`src/rtl/adiabatic_pclk_sequencer.sv`:
```
// Four-phase trapezoidal power-clock sequencer for adiabatic gate pipelines.
// Outputs are registered decodes of the next-state counters, so they align with the state registers with no extra cycle of lag.
module adiabatic_pclk_sequencer #(
  parameter int RAMP_LEN = 8,
  parameter int LVL_W    = 4,
  parameter int CNT_W    = 16
) (
  input  logic               clk,
  input  logic               rst,
  input  logic               start,
  input  logic               stop,
  output logic [4*LVL_W-1:0] lvl_pos,
  output logic [4*LVL_W-1:0] lvl_neg,
  output logic [3:0]         hold,
  output logic               busy,
  output logic               done,
  output logic [CNT_W-1:0]   cycles
);

  localparam int CW = (RAMP_LEN > 2) ? $clog2(RAMP_LEN) : 1;
  localparam logic [CW-1:0]    CNT_LAST = CW'(RAMP_LEN - 1);
  localparam logic [LVL_W-1:0] LVL_MAX  = LVL_W'(RAMP_LEN);

  typedef enum logic [1:0] {ST_STOPPED, ST_RUN, ST_DRAIN} state_t;

  state_t             state_q, state_d;
  logic [1:0]         q_q, q_d;
  logic [CW-1:0]      cnt_q, cnt_d;
  logic               pend_q, pend_d;
  logic [CNT_W-1:0]   cycles_q, cycles_d;
  logic               done_q, done_d;
  logic               busy_q, busy_d;
  logic [3:0]         hold_q, hold_d;
  logic [4*LVL_W-1:0] lvl_pos_q, lvl_pos_d;
  logic [4*LVL_W-1:0] lvl_neg_q, lvl_neg_d;

  logic               last;
  logic [1:0]         ph_s    [4];
  logic [LVL_W-1:0]   ph_lvl  [4];
  logic               ph_live [4];

  assign last = (cnt_q == CNT_LAST);

  always_comb begin
    state_d  = state_q;
    q_d      = q_q;
    cnt_d    = cnt_q;
    pend_d   = pend_q;
    cycles_d = cycles_q;
    done_d   = 1'b0;
    case (state_q)
      ST_STOPPED: begin
        if (start) begin
          state_d = ST_RUN;
          q_d     = 2'd0;
          cnt_d   = '0;
          pend_d  = stop;
        end
      end
      ST_RUN: begin
        if (stop) pend_d = 1'b1;
        cnt_d = last ? '0 : cnt_q + CW'(1);
        if (last) q_d = q_q + 2'd1;
        if (last && q_q == 2'd3) begin
          if (cycles_q != '1) cycles_d = cycles_q + CNT_W'(1);
          if (pend_q) begin
            state_d = ST_DRAIN;
            q_d     = 2'd0;
            cnt_d   = '0;
            pend_d  = 1'b0;
          end
        end
      end
      ST_DRAIN: begin
        cnt_d = last ? '0 : cnt_q + CW'(1);
        if (last) q_d = q_q + 2'd1;
        if (last && q_q == 2'd2) begin
          state_d = ST_STOPPED;
          q_d     = 2'd0;
          cnt_d   = '0;
          done_d  = 1'b1;
        end
      end
      default: state_d = ST_STOPPED;
    endcase
  end

  // Per-phase decode from the next state; in DRAIN only phases past the current quarter may finish their ramp.
  always_comb begin
    busy_d    = (state_d != ST_STOPPED);
    hold_d    = 4'b0000;
    lvl_pos_d = '0;
    lvl_neg_d = '0;
    for (int k = 0; k < 4; k++) begin
      ph_s[k] = q_d - 2'(k);
      case (ph_s[k])
        2'd0:    ph_lvl[k] = LVL_W'(cnt_d) + LVL_W'(1);
        2'd1:    ph_lvl[k] = LVL_MAX;
        2'd2:    ph_lvl[k] = LVL_MAX - LVL_W'(1) - LVL_W'(cnt_d);
        default: ph_lvl[k] = '0;
      endcase
      ph_live[k] = (state_d == ST_RUN) || ((state_d == ST_DRAIN) && (q_d < 2'(k)));
      if (!ph_live[k]) ph_lvl[k] = '0;
      hold_d[k] = ph_live[k] && (ph_s[k] == 2'd1);
      lvl_pos_d[k*LVL_W +: LVL_W] = ph_lvl[k];
      lvl_neg_d[k*LVL_W +: LVL_W] = LVL_MAX - ph_lvl[k];
    end
  end

  always_ff @(posedge clk or posedge rst) begin
    if (rst) begin
      state_q   <= ST_STOPPED;
      q_q       <= 2'd0;
      cnt_q     <= '0;
      pend_q    <= 1'b0;
      cycles_q  <= '0;
      done_q    <= 1'b0;
      busy_q    <= 1'b0;
      hold_q    <= 4'b0000;
      lvl_pos_q <= '0;
      lvl_neg_q <= {4{LVL_MAX}};
    end else begin
      state_q   <= state_d;
      q_q       <= q_d;
      cnt_q     <= cnt_d;
      pend_q    <= pend_d;
      cycles_q  <= cycles_d;
      done_q    <= done_d;
      busy_q    <= busy_d;
      hold_q    <= hold_d;
      lvl_pos_q <= lvl_pos_d;
      lvl_neg_q <= lvl_neg_d;
    end
  end

  assign lvl_pos = lvl_pos_q;
  assign lvl_neg = lvl_neg_q;
  assign hold    = hold_q;
  assign busy    = busy_q;
  assign done    = done_q;
  assign cycles  = cycles_q;

endmodule

```
`config.mk`:
```
export PLATFORM = sky130hd
export DESIGN_NAME = adiabatic_pclk_sequencer
export DESIGN_NICKNAME = d
export VERILOG_FILES = /design/src/rtl/adiabatic_pclk_sequencer.sv
export SDC_FILE = /design/constraint.sdc
export NUM_CORES = 1
export LEC_CHECK = 0
export CORE_MARGIN = 2
export CORE_UTILIZATION = 48
export CTS_BUF_LIST = sky130_fd_sc_hd__clkbuf_2 sky130_fd_sc_hd__clkbuf_4 sky130_fd_sc_hd__clkbuf_8
export CTS_CLUSTER_SIZE = 20
export DETAILED_ROUTE_END_ITERATION = 10
export PLACE_DENSITY_LB_ADDON = 0.12
export SYNTH_ARGS = -nofsm -noshare
export SYNTH_HDL_FRONTEND = slang
export SYNTH_SLANG_ARGS = --single-unit
export TNS_END_PERCENT = 5
```
`constraint.sdc`:
```
create_clock -name clk -period 2.9 [get_ports clk]
set_input_delay 0.725 -clock clk [delete_from_list [all_inputs] [get_ports clk]]
set_output_delay 0.725 -clock clk [all_outputs]
set_load 0.02 [all_outputs]
```
==> metrics, run 1 <==
routability cong. between 0.8 and 0.9; area of the multi-input gates 1214 um2; # rows 27; Req. time, crit path 3.17 ns; Tcrit/Tclk final 96.04%; die height just over 80 um; maximum vdd drop 1.127 mV; Skew-Pair Late Insertion Delay between 0.3 and 0.4 ns; Main synth FF type dfrtp_1; Worst setup EP type register; vias in the first global route 2168; mapped cell area 2810 um2; Global Route Usage Sum 20.84%; CP max stage delay about 0.47 ns; most frequent cell after synthesis dfrtp_1; Crit Path Category primary input to register; largest net degree at the start of global routing 33; Post-synth ARST share 100.0%; P_leak between 0.0015 and 0.002 uW; flop2flop setup slack 0.15 ns; Synth cell types 61; Ys Warns 0; routed wl met3 326 um; setup_tns 0 ns; CTS tree built; post-CTS setup buffers 0; DP Area 3647 um2; WL final 6.134 mm; reported max-cap violation count 0; 1st-iter DRT viols 96; Vias/cell approximately 5.2; Ports 58; initial antenna violation count 0; post-synth top area share 48.09%; layout cell share with drive strength beyond 1 22.92%; syn_area_per_cell 11.06 um2; TritonRoute pass-1 iters 4; WL met2 between 2 and 3 mm; Die ar. about 6500 um2; EDFF count, synth 0; clk sinks 58; clk buf depth 2; Final Total Pwr 5937 uW; Rel. slew slack between 60% and 70%; RSZ-0062 raised after global routing true; hold path depth 1; Cell Chain, Critical Path clkdlybuf4s50_1, or3b_2, a22oi_4, ha_2, inv_1, and4_1, mux2i_2, o311ai_4, a211oi_2, xor2_1; FMAX 359.1 MHz; Final Instance Area 3889 um2; wire per inst 14.57 um; Top Layer Used met4; Pins Over Slew Limit 0; starting density of the core 50.42%; clock period minus worst slack 2.785 ns; reg2reg path depth 11; Synth top cells by count dfrtp_1 (54), nor2_1 (21), inv_1 (17), nand2_1 (17); Area Growth Syn to Fin 38.38%; Die Width 80.52 um; Worst-Margin Slew 0.5356 ns; flip-flop and latch area 1456 um2; PortBufs 57; Core ar. 5574 um2; H-tree levels 3; Num CTS Buffers 9; Area contributors post-synth dfrtp_1 (48%), ha_1 (4.9%), dfstp_2 (3.7%), xor2_1 (3.4%), xnor2_1 (3.1%); status completed; #FFs+latches synth 58; CP Max Fanout 4; diode count 0; HPWL after detailed placement roughly 4.5 mm; worst hold endpoint cycles[15]; first-pass GRT wire length about 10 mm; Mapped Cells 254; Setup Viol. Count Final 0; clock-pin slew on the worst setup and hold paths 0.07 ns; hold_buf cts 0; Fin. Hold Viols 0; post-CTS sizing 0; Hold Startpoint cycles[15]; Hold WS 0.4971 ns; Clock Skew ~0.0076 ns; min-delay worst type register to register; Worst EP arrival 3.06 ns; slowest stage cell, crit path or3b_2; r2r endpoint lvl_neg[14]; fin nets 359; Via Count 2175; Worst Setup Start Kind primary input; Synth area leader dfrtp_1; fillers 411; register area share after synthesis 51.83%; Met1 Routed Length 2.850 mm; clock root cell clkbuf_8; Post-Syn Nets between 200 and 300; DRC violations left 0; Overflow after GRT 0; antenna-violating nets left 0; Reg-to-Reg Start cnt_q[0]; PD cells roughly 1500 nW/um2
==> layout make-up <==
class                      count  share of cell area, %
sequential                    58                  37.45
multi-input combinational    165                  31.21
timing repair buffer          91                  21.56
clock buffer                  12                  4.247
tap                           72                  2.317
inverter                      19                  1.963
clock inverter                 4                  1.255
==> placed cells by master (no fill, tap or decap), types with 3 or more instances in the layout <==
cell             netlist  routed
a211oi_1               4       3
a21oi_1                8       8
and2_1                 6       6
buf_4                  8      33
clkbuf_8               0      12
clkdlybuf4s50_1        0      57
dfrtp_1               54      54
dfstp_2                4       4
ha_1                  11      10
inv_1                 17      16
nand2_1               17      17
nand3_1                9       8
nor2_1                21      21
nor2b_1                4       4
nor3_1                 8       8
or3_1                  5       5
xnor2_1               10      10
xor2_1                11      11
==> cell families after synthesis <==
group                    after synthesis  share of synthesized area [%]
adder cells (fa/ha/maj)               11                          4.898
buffers and inverters                 31                          5.966
XOR/XNOR                              21                          6.545
AND/OR/NAND/NOR                       85                          15.36
multiplexers                           3                          1.113
AO/OA/AOI/OAI                         45                          14.29
flip-flops                            58                          51.83
==> how the worst max path moves through the flow <==
stage	start	to	slack, ns	depth (start not counted)
final	start	lvl_neg[15]	0.11	10
after detailed placement	start	lvl_neg[15]	-0.28	10
after global placement	start	lvl_neg[15]	-0.21	10
after CTS	cnt_q[0]	lvl_neg[15]	0.08	12
after floorplan	cnt_q[0]	lvl_neg[15]	0.18	12
after global routing	start	lvl_neg[15]	-0.004	12
==> power breakdown <==
part | internal (uW) | total (uW) | switching [uW]
Combinational | 1890 | 3840 | 1950
Sequential | 1160 | 1300 | 142
Clock | 465 | 794 | 329
Total | 3520 | 5940 | 2420
==> per-layer routing <==
layer	vias to the layer above	GRT usage (%)
met5	-	0
met1	1036	27.40
met4	0	8.136
met3	6	5.955
met2	73	32.58
li1	1060	-
==> registers in the layout, indices dropped and copies added (netlist names) <==
name     flops
lvl_neg     16
busy         1
cycles      16
q_q          2
lvl_pos     12
state_q      2
done         1
pend_q       1
hold         4
cnt_q        3
==> through the flow <==
stage          worst slack, ns  std cells  utilization, %
6_report                0.1149        421           69.76
5_1_grt              -0.003600        421           69.76
4_1_cts                0.07729        421           69.27
3_5_place_dp           -0.2758        405           65.43
3_3_place_gp           -0.2101        405           65.43
2_1_floorplan           0.1785        254               -
==> worst max-delay path, delay by kind of cell <==
| family | cells | cell delay [ns] |
|---|---|---|
| AO/OA/AOI/OAI | 3 | 0.62 |
| XOR/XNOR | 1 | 0.16 |
| adder cells (fa/ha/maj) | 1 | 0.22 |
| buffers and inverters | 2 | 0.48 |
| multiplexers | 1 | 0.20 |
| AND/OR/NAND/NOR | 2 | 0.65 |
(Power assumes the default switching activity.)
==> run 2, diff against run 1 <==
--- a/config.mk
+++ b/config.mk
@@ -10,7 +10,9 @@
 export CTS_BUF_LIST = sky130_fd_sc_hd__clkbuf_2 sky130_fd_sc_hd__clkbuf_4 sky130_fd_sc_hd__clkbuf_8
 export CTS_CLUSTER_SIZE = 20
 export DETAILED_ROUTE_END_ITERATION = 10
+export MAX_ROUTING_LAYER = met4
 export PLACE_DENSITY_LB_ADDON = 0.12
+export SLEW_MARGIN = 15
 export SYNTH_ARGS = -nofsm -noshare
 export SYNTH_HDL_FRONTEND = slang
 export SYNTH_SLANG_ARGS = --single-unit
==> metrics, run 2 (synthesis results as in run 1) <==
FMAX 358.4 MHz; Worst-Margin Slew 0.5355 ns; flop2flop setup slack roughly 0.15 ns; setup_tns 0 ns; Global Route Usage Sum 21.38%; slowest stage cell, crit path or3b_2; Hold WS 0.4929 ns; Pins Over Slew Limit 0; WL final 6.102 mm; P_leak 0.001774 uW; Worst Setup Start Kind primary input; fillers 411; die height 80.52 um; Ports 58; Die Width 80.52 um; Overflow after GRT 0; PD cells 1525 nW/um2; clock root cell clkbuf_8; Req. time, crit path 3.17 ns; PortBufs 57; most frequent cells in the layout clkdlybuf4s50_1 (57), dfrtp_1 (54), buf_4 (33), nor2_1 (21), nand2_1 (17); clk sinks 58; status completed; Vias/cell 5.202; Place WS -0.2758 ns; diode count 0; CP Max Fanout 4; starting density of the core 50.42%; most common cell after layout, fill and taps aside clkdlybuf4s50_1; final setup margin 0.1100 ns; Area Growth Syn to Fin 38.38%; clock period minus worst slack ~2.8 ns; Fin. Hold Viols 0; Core ar. 5574 um2; 1st-iter DRT viols 98; layout cell share with drive strength beyond 1 22.92%; TritonRoute pass-1 iters 4; Setup Viol. Count Final 0; Via Count ~2200; # rows 27; min-delay worst type register to register; Cell Chain, Critical Path clkdlybuf4s50_1, or3b_2, a22oi_4, ha_2, inv_1, and4_1, mux2i_2, o311ai_4, a211oi_2, xor2_1; initial antenna violation count 0; DRC violations left 0; Die ar. 6483 um2; Num CTS Buffers 9; CP max stage delay 0.47 ns; clock-pin slew on the worst setup and hold paths around 0.07 ns; Skew-Pair Late Insertion Delay 0.34 ns; Rel. slew slack 64.30%; HPWL after detailed placement 4.490 mm; reported max-cap violation count 0; maximum vdd drop 1.122 mV; wire per inst 14.49 um; CTS tree built; vias in the first global route 2167; first-pass GRT wire length between 10 and 15 mm; fin nets about 360; largest net degree at the start of global routing 33; Worst setup EP type register; RSZ-0062 raised after global routing true; Clock Skew roughly 0.0074 ns; clk buf depth 2; antenna-violating nets left 0; routability cong. 0.8875; Crit Path Category primary input to register; H-tree levels 3; Tcrit/Tclk final between 90% and 100%; Worst EP arrival just over 3 ns
==> run 2: critical path: cells and delay by family <==
family | cells | cell delay (ns)
and+or+nand+nor | 2 | 0.65
AOI/OAI and AO/OA | 3 | 0.62
xor gates and xnor gates | 1 | 0.16
buffers and inverters | 2 | 0.48
muxes | 1 | 0.20
adders and majority gates | 1 | 0.23
==> run 2: repair_timing <==
item | CTS | global route
setup endpoints to repair | 0 | 6
hold buffers | 0 | 0
setup buffers | 0 | 0
gates resized for setup | 0 | 6
==> run 2: layout make-up <==
| cell class | count | area, um2 | share of cell area [%] |
|---|---|---|---|
| Sequential cell | 58 | 1456 | 37.45 |
| Multi-Input combinational cell | 165 | 1214 | 31.21 |
| Timing Repair Buffer | 91 | 838.3 | 21.56 |
| Clock buffer | 12 | 165.2 | 4.247 |
| Tap cell | 72 | 90.09 | 2.317 |
| Inverter | 19 | 76.32 | 1.963 |
| Clock inverter | 4 | 48.80 | 1.255 |
==> run 2: path summary, 6_finish.rpt <==
| kind | start | endpoint | depth (start not counted) |
|---|---|---|---|
| hold reg to reg | cycles[9] | cycles[9] | 1 |
| max in group asynchronous | rst | lvl_neg[11] | 3 |
| min in group asynchronous | rst | lvl_pos[15] | 2 |
| setup reg to reg | cnt_q[0] | lvl_neg[14] | 11 |
| setup / recovery | start | lvl_neg[15] | 10 |
| hold / removal | cycles[9] | cycles[9] | 1 |
==> run 2: power breakdown <==
group          switching [uW]  internal, uW  total (uW)
logic                    1940          1890        3830
clock network             327           465         793
registers                 143          1160        1310
==> run 2: stage by stage <==
| stage | total power (uW) | util, % | instances | instance area (um2) |
|---|---|---|---|---|
| final | 5930 | 69.76 | 421 | 3889 |
| after floorplan | 3591 | - | 254 | 2810 |
| after global placement | 4964 | 65.43 | 405 | 3647 |
| after detailed placement | 5038 | 65.43 | 405 | 3647 |
| after global routing | 6376 | 69.76 | 421 | 3889 |
| after CTS | 5863 | 69.27 | 421 | 3861 |
==> run 2: metal layers <==
metal | GRT usage (%) | part of all wire [%] | up-vias | wire length, um
met1 | 27.47 | 47 | 1051 | 2841
met2 | 32.50 | 47 | 72 | 2885
met4 | 9.153 | 1.1 | 0 | 68
li1 | - | - | 1060 | -
met3 | 5.169 | 5.0 | 7 | 308
met5 | - | 0 | - | 0
==> run 3, diff against run 2 <==
--- a/config.mk
+++ b/config.mk
@@ -11,9 +11,8 @@
 export CTS_CLUSTER_SIZE = 20
 export DETAILED_ROUTE_END_ITERATION = 10
 export MAX_ROUTING_LAYER = met4
-export PLACE_DENSITY_LB_ADDON = 0.12
+export PLACE_DENSITY = 0.84
 export SLEW_MARGIN = 15
 export SYNTH_ARGS = -nofsm -noshare
 export SYNTH_HDL_FRONTEND = slang
 export SYNTH_SLANG_ARGS = --single-unit
-export TNS_END_PERCENT = 5
==> metrics, run 3 (synthesis results as in run 1) <==
CTS tree built; Num CTS Buffers 9; gr busiest metal met2; flop2flop setup slack 0.19 ns; 1st-iter DRT viols 103; CP Max Fanout 4; Worst EP arrival 3.03 ns; Reg-to-Reg Start cnt_q[0]; TritonRoute pass-1 iters 5; Setup Viol. Count Final 0; post-CTS setup buffers 0; starting density of the core between 50% and 60%; CP endpoint lvl_neg[15]; routability cong. 0.9112; antenna-violating nets left 0; layout cell share with drive strength beyond 1 between 20% and 30%; final std cells w/o fill 420; Skew-Pair Late Insertion Delay roughly 0.34 ns; maximum vdd drop 1.066 mV; clock period minus worst slack 2.757 ns; WL final 6.453 mm; fin nets 358; HPWL after detailed placement between 4 and 5 mm; H-tree levels 3; most frequent cells in the layout clkdlybuf4s50_1 (57), dfrtp_1 (54), buf_4 (32), nor2_1 (21), nand2_1 (17); Overflow after GRT 0; Tcrit/Tclk final 95.07%; Via Count 2244; Fin. Hold Viols 0; diode count 0; PortBufs 57; Worst-Margin Slew 0.5609 ns; GR Util met2 36.75%; Worst Setup Start Kind primary input; reg2reg path depth 12; min-delay worst type register to register; met3 GRT Util 6.067%; wire per inst ~15 um; Rel. slew slack a little over three fifths; area of the multi-input gates between 1000 and 1500 um2; RSZ-0062 raised after global routing false; clk buf depth 2; P_leak ~0.0018 uW; flip-flop and latch area ~1500 um2; die height 80.52 um; most common cell after layout, fill and taps aside clkdlybuf4s50_1; clock root cell clkbuf_8; Core ar. 5574 um2; largest net degree at the start of global routing 32; Clock Skew 0.007760 ns; Final Instance Area 3894 um2; Die ar. 6483 um2; DRC violations left 0; initial antenna violation count 0; first-pass GRT wire length 10.40 mm; Vias/cell 5.343; vias in the first global route 2206; Crit Path Category primary input to register; PD cells 1538 nW/um2; # rows 27; placed insts 404; Die Width 80.52 um; Area Growth Syn to Fin 38.56%; Worst setup EP type register; status completed; Ports 58; Pins Over Slew Limit 0; origin of the worst setup path start; met1 Track Usage GR 25.62%; clock-pin slew on the worst setup and hold paths approximately 0.070 ns; DP Area 3640 um2; r2r endpoint lvl_neg[15]; clk sinks between 50 and 60; Req. time, crit path 3.17 ns; reported max-cap violation count 0; fillers 409; Global Route Usage Sum 22.24%; FMAX 362.7 MHz
-- run 3: repair_timing --
| item | CTS | global route |
|---|---|---|
| endpoints found under the setup margin | 0 | 6 |
| hold buffers | 0 | 0 |
| endpoints found under the hold margin | 0 | 0 |
| gates resized for setup | 0 | 6 |
-- run 3: where the power goes --
group	switching, uW	internal (uW)	total [uW]
Clock	326	481	807
Combinational	2000	1870	3870
Sequential	147	1160	1310
-- run 3: area by class of cell --
class	count	share of cell area (%)
clock buffers	9	3.181
clock inverters	7	2.410
inverters	19	1.960
multi-input cells	165	31.39
flip-flops and latches	58	37.40
well taps	72	2.314
repair buffers	90	21.34
-- run 3: through the flow --
stage               setup TNS [ns]  hold slack (ns)  setup WS (ns)  total power (uW)  util, %
finish                           0           0.4898         0.1429              5988    69.85
detailed placement          -1.898           0.4844        -0.3235              4976    65.30
floorplan                        0           0.4756         0.1785              3591        -
CTS                              0           0.4933        0.03070              5866    69.20
global placement            -1.244           0.4753        -0.2323              4871    65.30
global route                     0           0.5206       0.004593              6395    69.85
-- run 3: worst min-delay path by stage --
stage,startpoint,endpoint,slack (ns),cells after the start
global route,cycles[11],cycles[11],0.52,1
floorplan,pend_q,pend_q,0.48,2
finish,cycles[15],cycles[15],0.49,1
detailed placement,cycles[15],cycles[15],0.48,1
global placement,cycles[9],cycles[9],0.48,1
CTS,cycles[15],cycles[15],0.49,1
-- run 3: per-layer routing --
metal | vias up | wire length, um
li1 | 1060 | -
met1 | 1099 | 2607
met2 | 76 | 3371
met3 | 9 | 369
met4 | 0 | 104
met5 | - | 0
-- run 3: critical path: stages --
cell,delay [ns]
clkdlybuf4s50_1,0.41
or3b_2,0.48
a22oi_4,0.21
ha_4,0.17
inv_1,0.06
and4_1,0.18
mux2i_2,0.20
o311ai_4,0.16
a211oi_2,0.26
xor2_1,0.18
